===== config.mk =====
export PLATFORM = sky130hd
export DESIGN_NAME = freq_step_selector
export DESIGN_NICKNAME = d
export VERILOG_FILES = /design/src/rtl/freq_step_selector.sv
export SDC_FILE = /design/constraint.sdc
export NUM_CORES = 1
export LEC_CHECK = 0
export CAP_MARGIN = 20
export CELL_PAD_IN_SITES_DETAIL_PLACEMENT = 1
export CELL_PAD_IN_SITES_GLOBAL_PLACEMENT = 1
export CORE_ASPECT_RATIO = 2
export CORE_MARGIN = 2
export CORE_UTILIZATION = 48
export CTS_BUF_LIST = sky130_fd_sc_hd__clkbuf_4 sky130_fd_sc_hd__clkbuf_8
export CTS_CLUSTER_DIAMETER = 150
export DETAILED_ROUTE_END_ITERATION = 12
export PLACE_DENSITY = 0.83
export SLEW_MARGIN = 20
export SYNTH_ARGS = -nofsm -noshare
export SYNTH_HDL_FRONTEND = slang
export SYNTH_SLANG_ARGS = --single-unit

===== constraint.sdc =====
create_clock -name clk -period 4.1 [get_ports clk]
set_input_delay 0.41 -clock clk [delete_from_list [all_inputs] [get_ports clk]]
set_output_delay 0.41 -clock clk [all_outputs]
set_load 0.02 [all_outputs]

===== src/rtl/freq_step_selector.sv =====
// freq_step_selector: debounced plus/minus buttons with auto-repeat drive a saturating decade-step setpoint
module freq_step_selector #(
    parameter int WIDTH   = 16,
    parameter int NDIG    = 4,
    parameter int MIN_F   = 1,
    parameter int MAX_F   = 9999,
    parameter int RST_F   = 1,
    parameter int DEB_CYC = 16,
    parameter int REP_DLY = 2_000_000,
    parameter int REP_PER = 500_000
) (
    input  logic             clk,
    input  logic             reset,
    input  logic [NDIG-1:0]  sw,
    input  logic             pshbtn_pl,
    input  logic             pshbtn_mi,
    output logic [WIDTH-1:0] frecv_sel,
    output logic             q_modif,
    output logic             lim_hit
);
    localparam int DW = $clog2(DEB_CYC);
    localparam int RM = REP_DLY > REP_PER ? REP_DLY : REP_PER;
    localparam int CW = RM > 1 ? $clog2(RM) : 1;
    localparam logic [1:0] IDLE   = 2'd0;
    localparam logic [1:0] DELAY  = 2'd1;
    localparam logic [1:0] REPEAT = 2'd2;
    localparam logic [WIDTH:0] MINW = (WIDTH+1)'(MIN_F);
    localparam logic [WIDTH:0] MAXW = (WIDTH+1)'(MAX_F);

    logic [1:0]    raw, s1, s2, deb, deb_q, rise;
    logic [DW-1:0] dcnt [2];
    logic [1:0]    state;
    logic [CW-1:0] rcnt;
    logic          dir;
    logic          ev;
    logic [WIDTH:0] step, p, fw, nv;
    logic          up_hit, dn_hit, hit;

    assign raw  = {pshbtn_mi, pshbtn_pl};
    assign rise = deb & ~deb_q;
    assign fw   = {1'b0, frecv_sel};

    // Synchronise each button and accept a level change only after DEB_CYC stable samples
    always_ff @(posedge clk or posedge reset) begin
        if (reset) begin
            s1    <= '0;
            s2    <= '0;
            deb   <= '0;
            deb_q <= '0;
            for (int i = 0; i < 2; i++) dcnt[i] <= '0;
        end else begin
            s1    <= raw;
            s2    <= s1;
            deb_q <= deb;
            for (int i = 0; i < 2; i++) begin
                if (s2[i] == deb[i]) begin
                    dcnt[i] <= '0;
                end else if (dcnt[i] == DW'(DEB_CYC-1)) begin
                    deb[i]  <= s2[i];
                    dcnt[i] <= '0;
                end else begin
                    dcnt[i] <= dcnt[i] + DW'(1);
                end
            end
        end
    end

    // Repeat FSM: one event per fresh single-button press, then after REP_DLY, then every REP_PER
    always_ff @(posedge clk or posedge reset) begin
        if (reset) begin
            state <= IDLE;
            rcnt  <= '0;
            dir   <= 1'b0;
            ev    <= 1'b0;
        end else begin
            ev <= 1'b0;
            if (state == IDLE) begin
                if ((rise[0] && !deb[1]) || (rise[1] && !deb[0])) begin
                    state <= DELAY;
                    dir   <= rise[1];
                    ev    <= 1'b1;
                    rcnt  <= CW'(REP_DLY-1);
                end
            end else if (!deb[dir] || deb[~dir]) begin
                state <= IDLE;
            end else if (rcnt == '0) begin
                state <= REPEAT;
                ev    <= 1'b1;
                rcnt  <= CW'(REP_PER-1);
            end else begin
                rcnt <= rcnt - CW'(1);
            end
        end
    end

    // Step is 10^k for the highest set switch; later iterations override earlier ones
    always_comb begin
        step = '0;
        p    = (WIDTH+1)'(1);
        for (int k = 0; k < NDIG; k++) begin
            if (sw[k]) step = p;
            p = p * (WIDTH+1)'(10);
        end
    end

    // Saturating add/subtract in one extra bit so the bound test cannot wrap
    always_comb begin
        up_hit = fw + step > MAXW;
        dn_hit = fw < MINW + step;
        hit    = dir ? dn_hit : up_hit;
        nv     = dir ? (dn_hit ? MINW : fw - step) : (up_hit ? MAXW : fw + step);
    end

    // Commit the new setpoint and raise the one-cycle change and limit pulses
    always_ff @(posedge clk or posedge reset) begin
        if (reset) begin
            frecv_sel <= WIDTH'(RST_F);
            q_modif   <= 1'b0;
            lim_hit   <= 1'b0;
        end else begin
            q_modif <= ev && (|sw) && (nv != fw);
            lim_hit <= ev && (|sw) && hit;
            if (ev && (|sw)) frecv_sel <= nv[WIDTH-1:0];
        end
    end
endmodule


[Word-level counts from Yosys, hierarchy flattened]
Index checks and enable logic that the tools add are counted.
Word-level totals
  register bits after elaboration: 59
  output and inout port bits: 18
  word-level logic and storage cells: 83
Operators by class
  $add $sub $neg: 6
  $lt $le $gt $ge: 4
  equality and inequality tests: 7
  muxes and demuxes: 28
  bitwise logic cells: 5
  reductions and logical operators: 19
Operators with widths (number)
  17-bit 2-to-1 mux: 6
  21-bit 2-to-1 mux: 4
  21-bit zero test: 1
  21-bit by 1-bit subtractor with 21-bit output, second input constant: 1
  1-bit by 17-bit adder with 17-bit output, first input constant: 1
  16-bit by 17-bit adder with 17-bit output: 1
  17-bit by 14-bit > comparator with 1-bit output, second input constant: 1
  16-bit by 17-bit < comparator with 1-bit output: 1
  17-bit by 16-bit inequality test with 1-bit output: 1
  16-bit by 17-bit subtractor with 17-bit output: 1
  4-bit 2-to-1 mux: 4
  1-bit 2-to-1 mux: 10
  2-bit AND reduction: 5
  4-bit by 1-bit adder with 4-bit output, second input constant: 2
  4-bit == test, second input constant: 2
  2-bit 2-to-1 mux: 4
  1-bit logical AND: 5
  1-bit by 2-bit < comparator with 1-bit output, second input constant: 2
  4-bit OR reduction: 1
  1-bit zero test: 3
  1-bit inverter: 3
  3-bit nonzero test: 1
  2-bit bitwise AND: 1
  1-bit == test: 2
  other kinds (5): 6

[Longest topological paths before layout]
  depth after elaboration: 10
  gate-level depth with buffers: 18

[Worst setup path after synthesis]
OpenSTA, ideal clock, no wires.
  path type: in2reg
  start: in sw[2]
  end: reg q_modif
  setup time: 65 ps
  arrival time: 3724 ps
  required time: 4035 ps
  path slack: 311 ps
  stages: 18
  buffers on the path: 0
  cells stage by stage: nor2_1 -> inv_1 -> nor2_1 -> nand2_1 -> inv_1 -> ha_1 -> inv_1 -> fa_1 -> o21bai_1 -> a21oi_1 -> o221ai_2 -> a311oi_1 -> a41oi_1 -> a221oi_2 -> a21oi_4 -> mux2_4 -> o2111ai_1 -> o21a_1
Between the ends
  cells in the longest elaborated chain, start to end: 8
RTL lines
  start, declared: RTL line 14  | input logic [NDIG-1:0] sw,
  17-bit 2-to-1 mux (2 in a row): RTL line 101  | if (sw[k]) step = p;
  16-bit by 17-bit adder with 17-bit output / 1-bit by 17-bit adder with 17-bit output (equally long branches): RTL line 108, 111, 109
  17-bit by 14-bit > comparator with 1-bit output / 16-bit by 17-bit < comparator with 1-bit output (equally long branches): RTL line 108, 109
  17-bit 2-to-1 mux (2 in a row): RTL line 111  | nv = dir ? (dn_hit ? MINW : fw - step) : (up_hit ? MAXW : fw + step);
  17-bit by 16-bit inequality test with 1-bit output: RTL line 121  | q_modif <= ev && (|sw) && (nv != fw);
  1-bit logical AND *: RTL line 121
  end signal, assigned: RTL line 121
  end, declared: RTL line 18  | output logic q_modif,
Mark *: on every way between the ends. The rest lies on a longest branch, timed or not.
A chain may end at the register's enable or synchronous reset.

[Final worst setup path]
  start: in sw[0]
  end: reg q_modif
Between the ends
  cells in the longest elaborated chain, start to end: 10
RTL lines (RTL line)
  1-bit 2-to-1 mux: 101
  17-bit 2-to-1 mux (3 in a row): 101
  16-bit by 17-bit adder with 17-bit output / 1-bit by 17-bit adder with 17-bit output (equally long branches): 108, 111, 109
  17-bit by 14-bit > comparator with 1-bit output / 16-bit by 17-bit < comparator with 1-bit output (equally long branches): 108, 109
  17-bit 2-to-1 mux (2 in a row): 111
  17-bit by 16-bit inequality test with 1-bit output: 121
  1-bit logical AND *: 121
Marks and branches as above.

==> results.sh <==
export IMPL_async_flop_share_pct=100
export IMPL_dp_hpwl_um=16800
export IMPL_ant_nets=0
export IMPL_crit_type="input pin to flop"
export IMPL_die_h_um=147
export IMPL_synth_fa_ha_area_share_pct=7.91
export IMPL_rows=52
export IMPL_start_util_pct=48.9
export IMPL_yosysSeqAreaShare_pct=30.0
export IMPL_wirelength_um=26600
export IMPL_ys_warn_count=0
export IMPL_synth_ff_type="dfrtp_1"
export IMPL_synth_top_family_by_area="compound AO/OA/AOI/OAI gates"
export IMPL_p_per_area_mw_per_mm2=257
export IMPL_cts_root_buf="clkbuf_8"
export IMPL_drive_above_1_share_pct=29.2
export IMPL_holdPathStages=0
export IMPL_grt_pass1_vias=6317
export IMPL_grt_max_degree=42
export IMPL_placed_cells=847
export IMPL_slew_violations=0
export IMPL_cts_buffer_depth=2
export IMPL_antenna_found_initial=1
export IMPL_final_seq_area_mm2=0.00148
export IMPL_cts_tree="built"
export IMPL_slowest_stage="clkdlybuf4s50_1"
export IMPL_synth_net_count=629
export IMPL_synth_edf_count=0
export IMPL_crit_required_ps=4350
export IMPL_setup_viol=1
export IMPL_syn_cell_area_mm2=0.00493
export IMPL_setup_tns_ps=-116
export IMPL_clkTransAtPathRegs_ps=70
export IMPL_multi_input_area_mm2=0.00345
export IMPL_skew_ps=13.6
export IMPL_dieArea_mm2=0.0112
export IMPL_violations="setup timing"
export IMPL_syn_instance_count=591
export IMPL_grt_overflow_total=0
export IMPL_hold_path_class="flop to flop"
export IMPL_start_kind="input pin"
export IMPL_tightest_slew_ps=1090
export IMPL_vias=6085
export IMPL_power_mw=1.72
export IMPL_cp_common_cell="buf_4"
export IMPL_crit_cells=18
export IMPL_utilization_pct=66.5
export IMPL_antenna_cells=0
export IMPL_crit_path_cell_trace="clkdlybuf4s50_1 > nand2_1 > inv_2 > ha_1 > xnor2_2 > ha_2 > o21a_1 > o31ai_4 > a2111oi_4 > buf_4 > o21ai_0 > buf_4 > a22oi_1 > a211oi_1 > a211oi_1 > buf_4 > o2111ai_2 > o21a_1"
export IMPL_wire_per_inst_um=30.4
export IMPL_fin_nets=773
export IMPL_core_area_mm2=0.0101
export IMPL_finalCritPeriodShare_pct=103
export IMPL_fin_ws_ps=-116
export IMPL_htreeDepth=3
export IMPL_leakage_nw=3.01
export IMPL_synth_compound_area_share_pct=26.6
export IMPL_endpoint_kind="flop"
export IMPL_cp_top_family="compound AO/OA/AOI/OAI gates"
export IMPL_critPathMaxFanout=10
export IMPL_fin_crit_ps=4220
export IMPL_ys_ff_latch=59
export IMPL_crit_path_max_incr_delay_ps=460
export IMPL_ys_types=83
export IMPL_max_freq_ghz=0.237
export IMPL_io_pins=26
export IMPL_worst_ep_arrival_time_ps=4470
export IMPL_relSlewSlack_pct=27.1
export IMPL_synth_avg_cell_area_um2=8.35
export IMPL_die_x_um=75.7
export IMPL_viasPerCell=6.95
export IMPL_hold_violations=0
export IMPL_holdBufCountCts=0
export IMPL_reg2reg_depth=15
export IMPL_layout_common_cells="buf_4, nand2_1, dfrtp_1, nor2_1, o21ai_0"
export IMPL_final_cells=875
export IMPL_synth_xor_area_share_pct=5.68
export IMPL_vdd_ir_drop_max_v=0.000462
export IMPL_grt_pass1_wl_um=35100
export IMPL_status="finished, violations left"
export IMPL_cp_num_buf_inv=5
export IMPL_clkLatencyLatePin_ps=360
export IMPL_cap_violations=0
export IMPL_areaGrowthSynthToFinish_pct=35.9
export IMPL_track_usage_pct=44.0
export IMPL_fillCellCount=1184
export IMPL_final_common_cell="buf_4"
export IMPL_portBuffers=25
export IMPL_synthSimpleGateAreaFrac_pct=23.1
export IMPL_cts_made_buffers=9
export IMPL_drtIter0Drc=562
export IMPL_cts_sinks=59
export IMPL_drc_errors=0
export IMPL_drt_pass1_iterations=5
export IMPL_place_gp_congestion=1.05
export IMPL_synthMuxAreaShare_pct=1.39
==> worst reg2reg max path, cell delays in order (launching register included) <==
cell,delay (ps)
dfstp_2,580
inv_1,130
ha_1,240
inv_1,80
fa_1,270
a21oi_2,120
o2111ai_1,310
a21oi_2,130
o31ai_2,530
o41ai_4,140
a2111oi_4,410
a211oi_1,190
a211oi_1,300
buf_4,200
o2111ai_2,140
o21a_1,200
==> power breakdown <==
group,internal (mW),leakage [nW],switching (mW)
Clock,0.382,0.120,0.246
Combinational,0.175,2.09,0.292
Sequential,0.603,0.805,0.0261
==> layer usage <==
layer  global-route usage [%]  vias up  wire length, µm  share of wire [%]
li1                         -     2447                -                  -
met1                     38.9     2973             7890                 30
met2                     71.8      425            12900                 48
met3                     18.5      240             2630                9.9
met4                     38.5        0             3210                 12
met5                        0        -                0                  0
==> repair_timing <==
| action | 4_1_cts | 5_1_grt |
|---|---|---|
| gates resized for setup | 17 | 36 |
| gates cloned | 0 | 0 |
| pin swaps | 9 | 12 |
| setup buffers | 5 | 7 |
| endpoints found under the setup margin | 11 | 9 |
==> cells by family after synthesis <==
kind of cell / after synthesis
simple gates: 222
fa+ha+maj: 30
buf+inv: 60
mux: 6
xor+xnor: 32
flops: 59
other cells: 1
compound gates: 181
==> worst paths after layout <==
| kind | from | end | slack [ps] |
|---|---|---|---|
| worst max-delay path | sw[0] | q_modif | -120 |
| worst min-delay path | s1[1] | s2[1] | 340 |
| worst max register to register | frecv_sel[0] | q_modif | 50 |
| worst min register to register | s1[1] | s2[1] | 340 |
| max in group asynchronous | reset | frecv_sel[14] | 2840 |
| min in group asynchronous | reset | dcnt[7] | 360 |
==> sequential cells by signal, summed over array words and instances (netlist names), 2 cells and up <==
signal,flops
dcnt,8
deb,2
deb_q,2
frecv_sel,16
rcnt,21
s1,2
s2,2
state,2
==> Yosys cell counts, drive strengths merged (7+ instances only) <==
library cell / count / area, µm²
nand2: 64 / 240
dfrtp: 58 / 1450
nor2: 48 / 195
o21ai: 48 / 240
inv: 35 / 131
a21oi: 32 / 186
ha: 28 / 350
xnor2: 26 / 228
nand3: 21 / 105
buf: 15 / 93.8
nand2b: 13 / 81.3
nor3: 13 / 70.1
nor4: 13 / 100
o31ai: 11 / 87.6
or3: 10 / 62.6
clkbuf: 9 / 33.8
nor2b: 9 / 56.3
a31oi: 8 / 56.3
o21a: 8 / 60.1
a211oi: 7 / 52.6
or2: 7 / 43.8
==> stage by stage <==
| stage | instance area, µm² | hold slack, ps | setup WS [ps] |
|---|---|---|---|
| final | 6700 | 343 | -116 |
| after global routing | 6700 | 368 | -232 |
| after floorplan | 4930 | 331 | 311 |
| after CTS | 6480 | 349 | 1.19 |
| after global placement | 6130 | 336 | -571 |
| after detailed placement | 6130 | 340 | -815 |
==> cell type report <==
type / instances / share of cell area [%]
well taps: 135 / 2.52
clock inverters: 4 / 1.10
clock buffers: 12 / 2.37
multi-input cells: 472 / 51.4
flip-flops and latches: 59 / 22.0
repair buffers: 157 / 18.5
inverters: 36 / 2.02
No activity file was read; power rests on OpenSTA's default activity.
